<file path="config.mk">
export PLATFORM = sky130hd
export DESIGN_NAME = pc_fetch_unit
export DESIGN_NICKNAME = d
export VERILOG_FILES = /design/src/rtl/pc_fetch_unit.sv
export SDC_FILE = /design/constraint.sdc
export NUM_CORES = 1
export LEC_CHECK = 0
export BUFFER_PORTS_ARGS = -buffer_cell sky130_fd_sc_hd__buf_2
export CAP_MARGIN = 0
export CORE_ASPECT_RATIO = 1.4
export CORE_UTILIZATION = 49
export CTS_CLUSTER_SIZE = 40
export DETAILED_ROUTE_END_ITERATION = 6
export PLACE_DENSITY = 0.88
export SETUP_SLACK_MARGIN = 0.02
export SLEW_MARGIN = 40
export SYNTH_ARGS = -nofsm -noshare
export SYNTH_HDL_FRONTEND = slang
export SYNTH_SLANG_ARGS = --single-unit
</file>
<file path="constraint.sdc">
create_clock -name clk -period 4.3 [get_ports clk]
set_input_delay 0.645 -clock clk [delete_from_list [all_inputs] [get_ports clk]]
set_output_delay 0.645 -clock clk [all_outputs]
set_load 0.005 [all_outputs]
</file>
<file path="src/rtl/pc_fetch_unit.sv">
// Architectural PC holder and single-outstanding instruction fetcher (IDLE/REQ/WAIT/EXEC FSM).
// Optional PC_MISALIGN_CHECK_EN halts on a misaligned committed target and raises misalign_err.
module pc_fetch_unit #(
    parameter int unsigned     XLEN     = 32,
    parameter logic [XLEN-1:0] RESET_PC = XLEN'(32'h8000_0000)
) (
    input  logic            clk,
    input  logic            rst,
    input  logic [1:0]      pc_src,
    input  logic [XLEN-1:0] imm,
    input  logic [XLEN-1:0] rs1,
    input  logic [XLEN-1:0] csr_pc,
    input  logic            commit,
    output logic            imem_req_valid,
    input  logic            imem_req_ready,
    output logic [XLEN-1:0] imem_addr,
    input  logic            imem_resp_valid,
    input  logic [31:0]     imem_resp_data,
    output logic            inst_valid,
    output logic [31:0]     inst,
    output logic [XLEN-1:0] pc,
    output logic [XLEN-1:0] pc_plus4,
    output logic            misalign_err
);

    typedef enum logic [2:0] {
        S_IDLE,
        S_REQ,
        S_WAIT,
        S_EXEC,
        S_HALT
    } state_e;

    state_e          state_q, state_d;
    logic [XLEN-1:0] pc_q, pc_d;
    logic [31:0]     inst_q, inst_d;
    logic            inst_valid_q, inst_valid_d;
    logic            req_valid_q, req_valid_d;
    logic [XLEN-1:0] next_pc;
    logic [XLEN-1:0] jalr_sum;

    assign jalr_sum = rs1 + imm;

    always_comb begin
        next_pc = pc_q + XLEN'(4);
        case (pc_src)
            2'b00: next_pc = pc_q + XLEN'(4);
            2'b01: next_pc = pc_q + imm;
            2'b10: next_pc = {jalr_sum[XLEN-1:1], 1'b0};
            2'b11: next_pc = csr_pc;
            default: next_pc = pc_q + XLEN'(4);
        endcase
    end

`ifdef PC_MISALIGN_CHECK_EN
    logic misalign_q, misalign_d;
`endif

    always_comb begin
        state_d      = state_q;
        pc_d         = pc_q;
        inst_d       = inst_q;
        inst_valid_d = inst_valid_q;
`ifdef PC_MISALIGN_CHECK_EN
        misalign_d   = misalign_q;
`endif
        case (state_q)
            S_IDLE: state_d = S_REQ;
            S_REQ: begin
                // Response in the same cycle as the handshake is deliberately not sampled.
                if (imem_req_ready) state_d = S_WAIT;
            end
            S_WAIT: begin
                if (imem_resp_valid) begin
                    inst_d       = imem_resp_data;
                    inst_valid_d = 1'b1;
                    state_d      = S_EXEC;
                end
            end
            S_EXEC: begin
                if (commit) begin
                    pc_d         = next_pc;
                    inst_valid_d = 1'b0;
                    state_d      = S_REQ;
`ifdef PC_MISALIGN_CHECK_EN
                    if (next_pc[1:0] != 2'b00) begin
                        misalign_d = 1'b1;
                        state_d    = S_HALT;
                    end
`endif
                end
            end
            S_HALT: state_d = S_HALT;
            default: state_d = S_IDLE;
        endcase
        req_valid_d = (state_d == S_REQ);
    end

    always_ff @(posedge clk) begin
        if (rst) begin
            state_q      <= S_IDLE;
            pc_q         <= RESET_PC;
            inst_q       <= '0;
            inst_valid_q <= 1'b0;
            req_valid_q  <= 1'b0;
`ifdef PC_MISALIGN_CHECK_EN
            misalign_q   <= 1'b0;
`endif
        end else begin
            state_q      <= state_d;
            pc_q         <= pc_d;
            inst_q       <= inst_d;
            inst_valid_q <= inst_valid_d;
            req_valid_q  <= req_valid_d;
`ifdef PC_MISALIGN_CHECK_EN
            misalign_q   <= misalign_d;
`endif
        end
    end

    assign imem_req_valid = req_valid_q;
    assign imem_addr      = pc_q;
    assign inst_valid     = inst_valid_q;
    assign inst           = inst_q;
    assign pc             = pc_q;
    assign pc_plus4       = pc_q + XLEN'(4);
`ifdef PC_MISALIGN_CHECK_EN
    assign misalign_err   = misalign_q;
`else
    assign misalign_err   = 1'b0;
`endif

endmodule
</file>
**Word-level counts from Yosys, hierarchy flattened**

Cells that the tools add are included.

- $add $sub $neg: 3
- $mul: 0
- Divide/modulo/power cells: 0
- $lt $le $gt $ge: 0
- Eq/ne operators: 10
- Shift-type cells: 0
- Mux-type cells: 8
- Bitwise logic cells: 0
- Reduce and logical (&&, ||, !) cells: 6

Operators by type and width:

| cell | number |
|---|---|
| $pmux 32 s4 | 1 |
| $add 32x32->32 | 2 |
| $add 32x3->32 const B | 1 |
| $pmux 3 s5 | 1 |
| $mux 3 | 3 |
| $eq 3x1->1 const B | 2 |
| $eq 3x2->1 const B | 2 |
| $eq 2x2->1 const B | 2 |
| $ne 2x2->1 const B | 2 |
| $reduce_and 2->1 | 2 |
| $eq 3x3->1 const B | 1 |
| $logic_not 3->1 | 1 |
| $reduce_and 3->1 | 1 |
| $eq 2x1->1 const B | 1 |
| $logic_not 2->1 | 1 |
| $mux 1 | 2 |
| $pmux 1 s2 | 1 |
| $reduce_bool 2->1 | 1 |

- Register bits: 69
- Bits in latches: 0
- Memory bits (writable): 0
- ROM bits: 0
- Input port bits: 135
- Memories: 0

**Depth between registers and ports, before layout**

- Depth after elaboration: 3
- Mapped depth: 12
- Depth with buffers taken out: 12

**Worst setup path after synthesis**

No wires, ideal clock.

- Path kind: input -> register
- Start point: in imm[0]
- End point: reg pc_q[28] (netlist: imem_addr[28])
- Library setup time: 0.122 ns
- Arrival time: 2.983 ns
- Required time: 4.178 ns
- Slack: 1.195 ns
- Cell stages on the path: 12
- Cells stage by stage: ha_1 > inv_1 > fa_1 > nor2b_1 > o21a_1 > a311o_1 > a41oi_4 > and3_1 > o31ai_1 > o21ai_2 > xnor2_1 > a311o_1

- Word-level cells in the longest chain between the ends: 2
- Elaborated cells between the ends (all ways): 3
- Those cells by class: 2 x add/sub; 1 x mux

Ends and longest elaborated chain:

| what | RTL line | source |
|---|---|---|
| start, declared | 10 | `input logic [XLEN-1:0] imm,` |
| $add 32x32->32 (on tied branches) | 42, 48 |  |
| $pmux 32 s4 * | 46 | `case (pc_src)` |
| end signal, assigned | 111 | `pc_q <= pc_d;` |
| end, declared | 35 | `logic [XLEN-1:0] pc_q, pc_d;` |

Every way passes the cells marked *; elsewhere a longest branch is shown, timed or not.
A chain may end at the register's enable or synchronous reset.

**Worst setup path in the final report**

- Start point: reg pc_q[5] (netlist: imem_addr[5])
- End point: out pc_plus4[31]

- Word-level cells in the longest chain between the ends: 1

Ends and longest elaborated chain:

| what | RTL line | source |
|---|---|---|
| $add 32x3->32 | 126 | `assign pc_plus4 = pc_q + XLEN'(4);` |
| end, declared | 22 | `output logic [XLEN-1:0] pc_plus4,` |

Every way passes these cells.

==> results.ini <==
[floorplanning]
row_count=52
start_util_pct=50.6
io_pins=266
die_w_um=106
coreArea_um2=14600
dieHeight_um=147
die_area_um2=15500

[power_and_ir_drop]
seq_power_share_pct=32.8
p_clk_share_pct=37.6
power_mw=2.05
p_switching_mw=0.683
netSwitchingFraction_pct=33.3
leakagePower_nw=4.09
p_int_mw=1.37
p_comb_share_pct=29.6
power_density_nw_per_um2=232
vdd_drop_max_uv=229

[synthesis]
synthFlopType=dfxtp_1
syn-instance-count=1010
syn_area_per_cell_um2=7.30
postSynth.asyncResetShare_pct=0
syn_nets=1209
yosys_warnings=0
ys_seq_area_share_pct=18.7
ys_ff_latch=69
synth-edff-count=0
synth_cell_type_count=73
syn_area_um2=7370

[timing]
rsz0062_at_grt=false
slew_viol_final=0
tns_ns=0
fmaxAchievable_mhz=269
report.final.setup_viol=0
finalClockSkew_ns=0.0110
post-route-min-period_ns=3.72
fin_crit_sh_pct=86.4
worst-slew-pin-transition_ns=0.743
finalHoldViolCount=0
slew_headroom_pct=50.5

[detailed_routing]
wire_per_inst_um=18.6
dr.pass1.iters=5
num_vias=8552
drtIter0Drc=651
drtAntennaViolNets=0
drc=0
vias_per_cell=6.11
wirelength_mm=26.0

[grt]
antenna_found_initial=0
grt_first_pass_wirelength_mm=40.0
grtUsageTotal_pct=32.7
overflow=0
grt_pass1_vias=7891
grt_max_degree=39

[cts]
clkSlewWorstSetupHoldPaths_ns=0.06
h-tree-depth=3
hold_buffers=0
postCtsSetupBuffers=0
cts_buffer_depth=2
cts_resized=0
cts_tree=yes
numCtsBuffers=9
insertion_delay_ns=0.35
root_buffer=clkbuf_16
cts.sinks=69

[setup_path]
cpLargestDelayFamily=simple AND/OR/NAND/NOR gates
arrival_ns=3.07
cp_cell_sequence=nand4_1 -> nor3_1 -> and2_1 -> nand2_1 -> nor2_1 -> and3_1 -> xor2_1 -> buf_2
worstSetupPathType=reg2out
critPathSlowestCell=dfxtp_1
critPathMaxStageDelay_ns=0.56
crit_fanout=8
rr_endpoint=imem_addr[28]
r2r_slack_ns=0.99
critPathRequiredTime_ns=3.65
cp-end-kind=primary output
r2r_cells=12
r2r_start=imem_addr[0]
worst-path-buf-inv=1
start_kind=flop

[cells_and_area]
final_cell_mix=264 x buf_2, 160 x nand2_1, 123 x a21oi_1, 77 x nor2_1, 69 x dfxtp_1
utilization_pct=60.7
layout_commonest_cell=buf_2
syn_to_final_growth_pct=19.9
fillers=1385
fin_nets=1405
fin_cells=1400
antenna_cells=0
drive_gt1_share_pct=25.8

[min_path]
hold_class=reg2reg
hold_end=inst[11]
hold_depth=2
worstHoldStart=inst[11]

[flow_run]
max_cap_violations=0

[status]
outcome=complete, no violations

[placement]
portBuffers=264
place_congestion=1.02
dp.cells=1384
dp_hpwl_mm=20.1

## routing by layer
layer	global-route usage, %	part of all wire (%)	routed length (µm)
met4	23.0	7.3	1910
met2	55.6	48	12500
met3	4.35	7.5	1950
met5	0	0	0
met1	37.5	37	9630
## flip-flops by register name, summed over array words and instances (netlist names)
| register | cells |
|---|---|
| inst_valid | 1 |
| inst | 32 |
| imem_req_valid | 1 |
| state_q | 3 |
| imem_addr | 32 |
## worst register-to-register path, delay by kind of cell, from the launching register on
| kind | cells | cell delay, ns |
|---|---|---|
| AND/OR/NAND/NOR | 2 | 0.34 |
| flip-flops | 1 | 0.46 |
| AO/OA/AOI/OAI | 6 | 1.55 |
| adder cells (fa/ha/maj) | 2 | 0.65 |
| XOR/XNOR | 1 | 0.13 |
| buffers and inverters | 1 | 0.06 |
## layout make-up
| class | instances | area (µm²) | area share (%) |
|---|---|---|---|
| clock buffers | 10 | 229 | 2.59 |
| clock inverters | 6 | 72.6 | 0.821 |
| multi-input cells | 834 | 5470 | 61.8 |
| inverters | 20 | 75.1 | 0.849 |
| flip-flops and latches | 69 | 1380 | 15.6 |
| well taps | 189 | 236 | 2.67 |
| repair buffers | 272 | 1380 | 15.6 |
## Yosys cell counts (4+ instances only)
cell       instances  share of area [%]
nand2_1          160                8.1
a21oi_1          123                8.3
nor2_1            78                4.0
dfxtp_1           69                 19
ha_1              62                 11
xnor2_1           57                6.8
o21ai_0           54                3.7
clkbuf_1          42                2.1
buf_4             35                3.6
a21o_1            25                2.5
nand3_1           21                1.4
inv_1             19               0.97
xor2_1            19                2.3
nand4_1           17                1.4
nor3_1            15                1.0
and3_1            13                1.1
a31oi_1           12                1.0
a211oi_1          11                1.1
o21bai_1          10                1.0
a221oi_1           9                1.1
mux2i_1            9                1.2
mux4_2             9                2.7
a41oi_1            8               0.95
nand2b_1           8               0.68
nor2b_1            8               0.68
or3_1              8               0.68
and2_1             7               0.59
buf_1              7               0.36
o211ai_1           7               0.71
a311oi_1           6               0.71
nor4_1             6               0.51
o21a_1             6               0.61
o2111ai_1          4               0.48
## stage by stage
| stage | setup slack, ns | hold WS [ns] | instance area (µm²) |
|---|---|---|---|
| after global placement | 0.730 | 0.438 | 8540 |
| final | 0.584 | 0.452 | 8840 |
| after CTS | 0.664 | 0.452 | 8840 |
| after floorplan | 1.20 | 0.453 | 7370 |
| after detailed placement | 0.666 | 0.443 | 8540 |
| after global routing | 0.460 | 0.466 | 8840 |
## worst max path at each step
stage / from / to / slack [ns] / cells after the start
2_1_floorplan: imm[0] / imem_addr[28] / 1.20 / 12
3_3_place_gp: imm[1] / imem_addr[28] / 0.73 / 12
3_5_place_dp: imm[1] / imem_addr[28] / 0.67 / 12
4_1_cts: imem_addr[5] / pc_plus4[31] / 0.66 / 8
5_1_grt: imem_addr[4] / pc_plus4[31] / 0.46 / 8
6_report: imem_addr[5] / pc_plus4[31] / 0.58 / 8
## power by group through the flow
stage	Sequential [mW]	Clock [mW]	Combinational (mW)
after floorplan	0.681	0	0.402
after global placement	0.685	0	0.583
after detailed placement	0.686	0	0.592
after CTS	0.672	0.779	0.596
after global routing	0.674	0.808	0.658
final	0.672	0.772	0.606
## logic make-up (layout without fill, tap and decap cells)
kind of cell	count (synthesis)	in the layout	share of synthesized area (%)
mux	20	20	4.28
other cells	1	1	0.0509
flops	69	69	18.7
fa+ha+maj	64	64	11.1
buf+inv	107	308	7.36
compound gates	312	312	27.0
xor+xnor	76	76	9.03
simple gates	361	361	22.5
No activity file was read; power rests on OpenSTA's default activity.
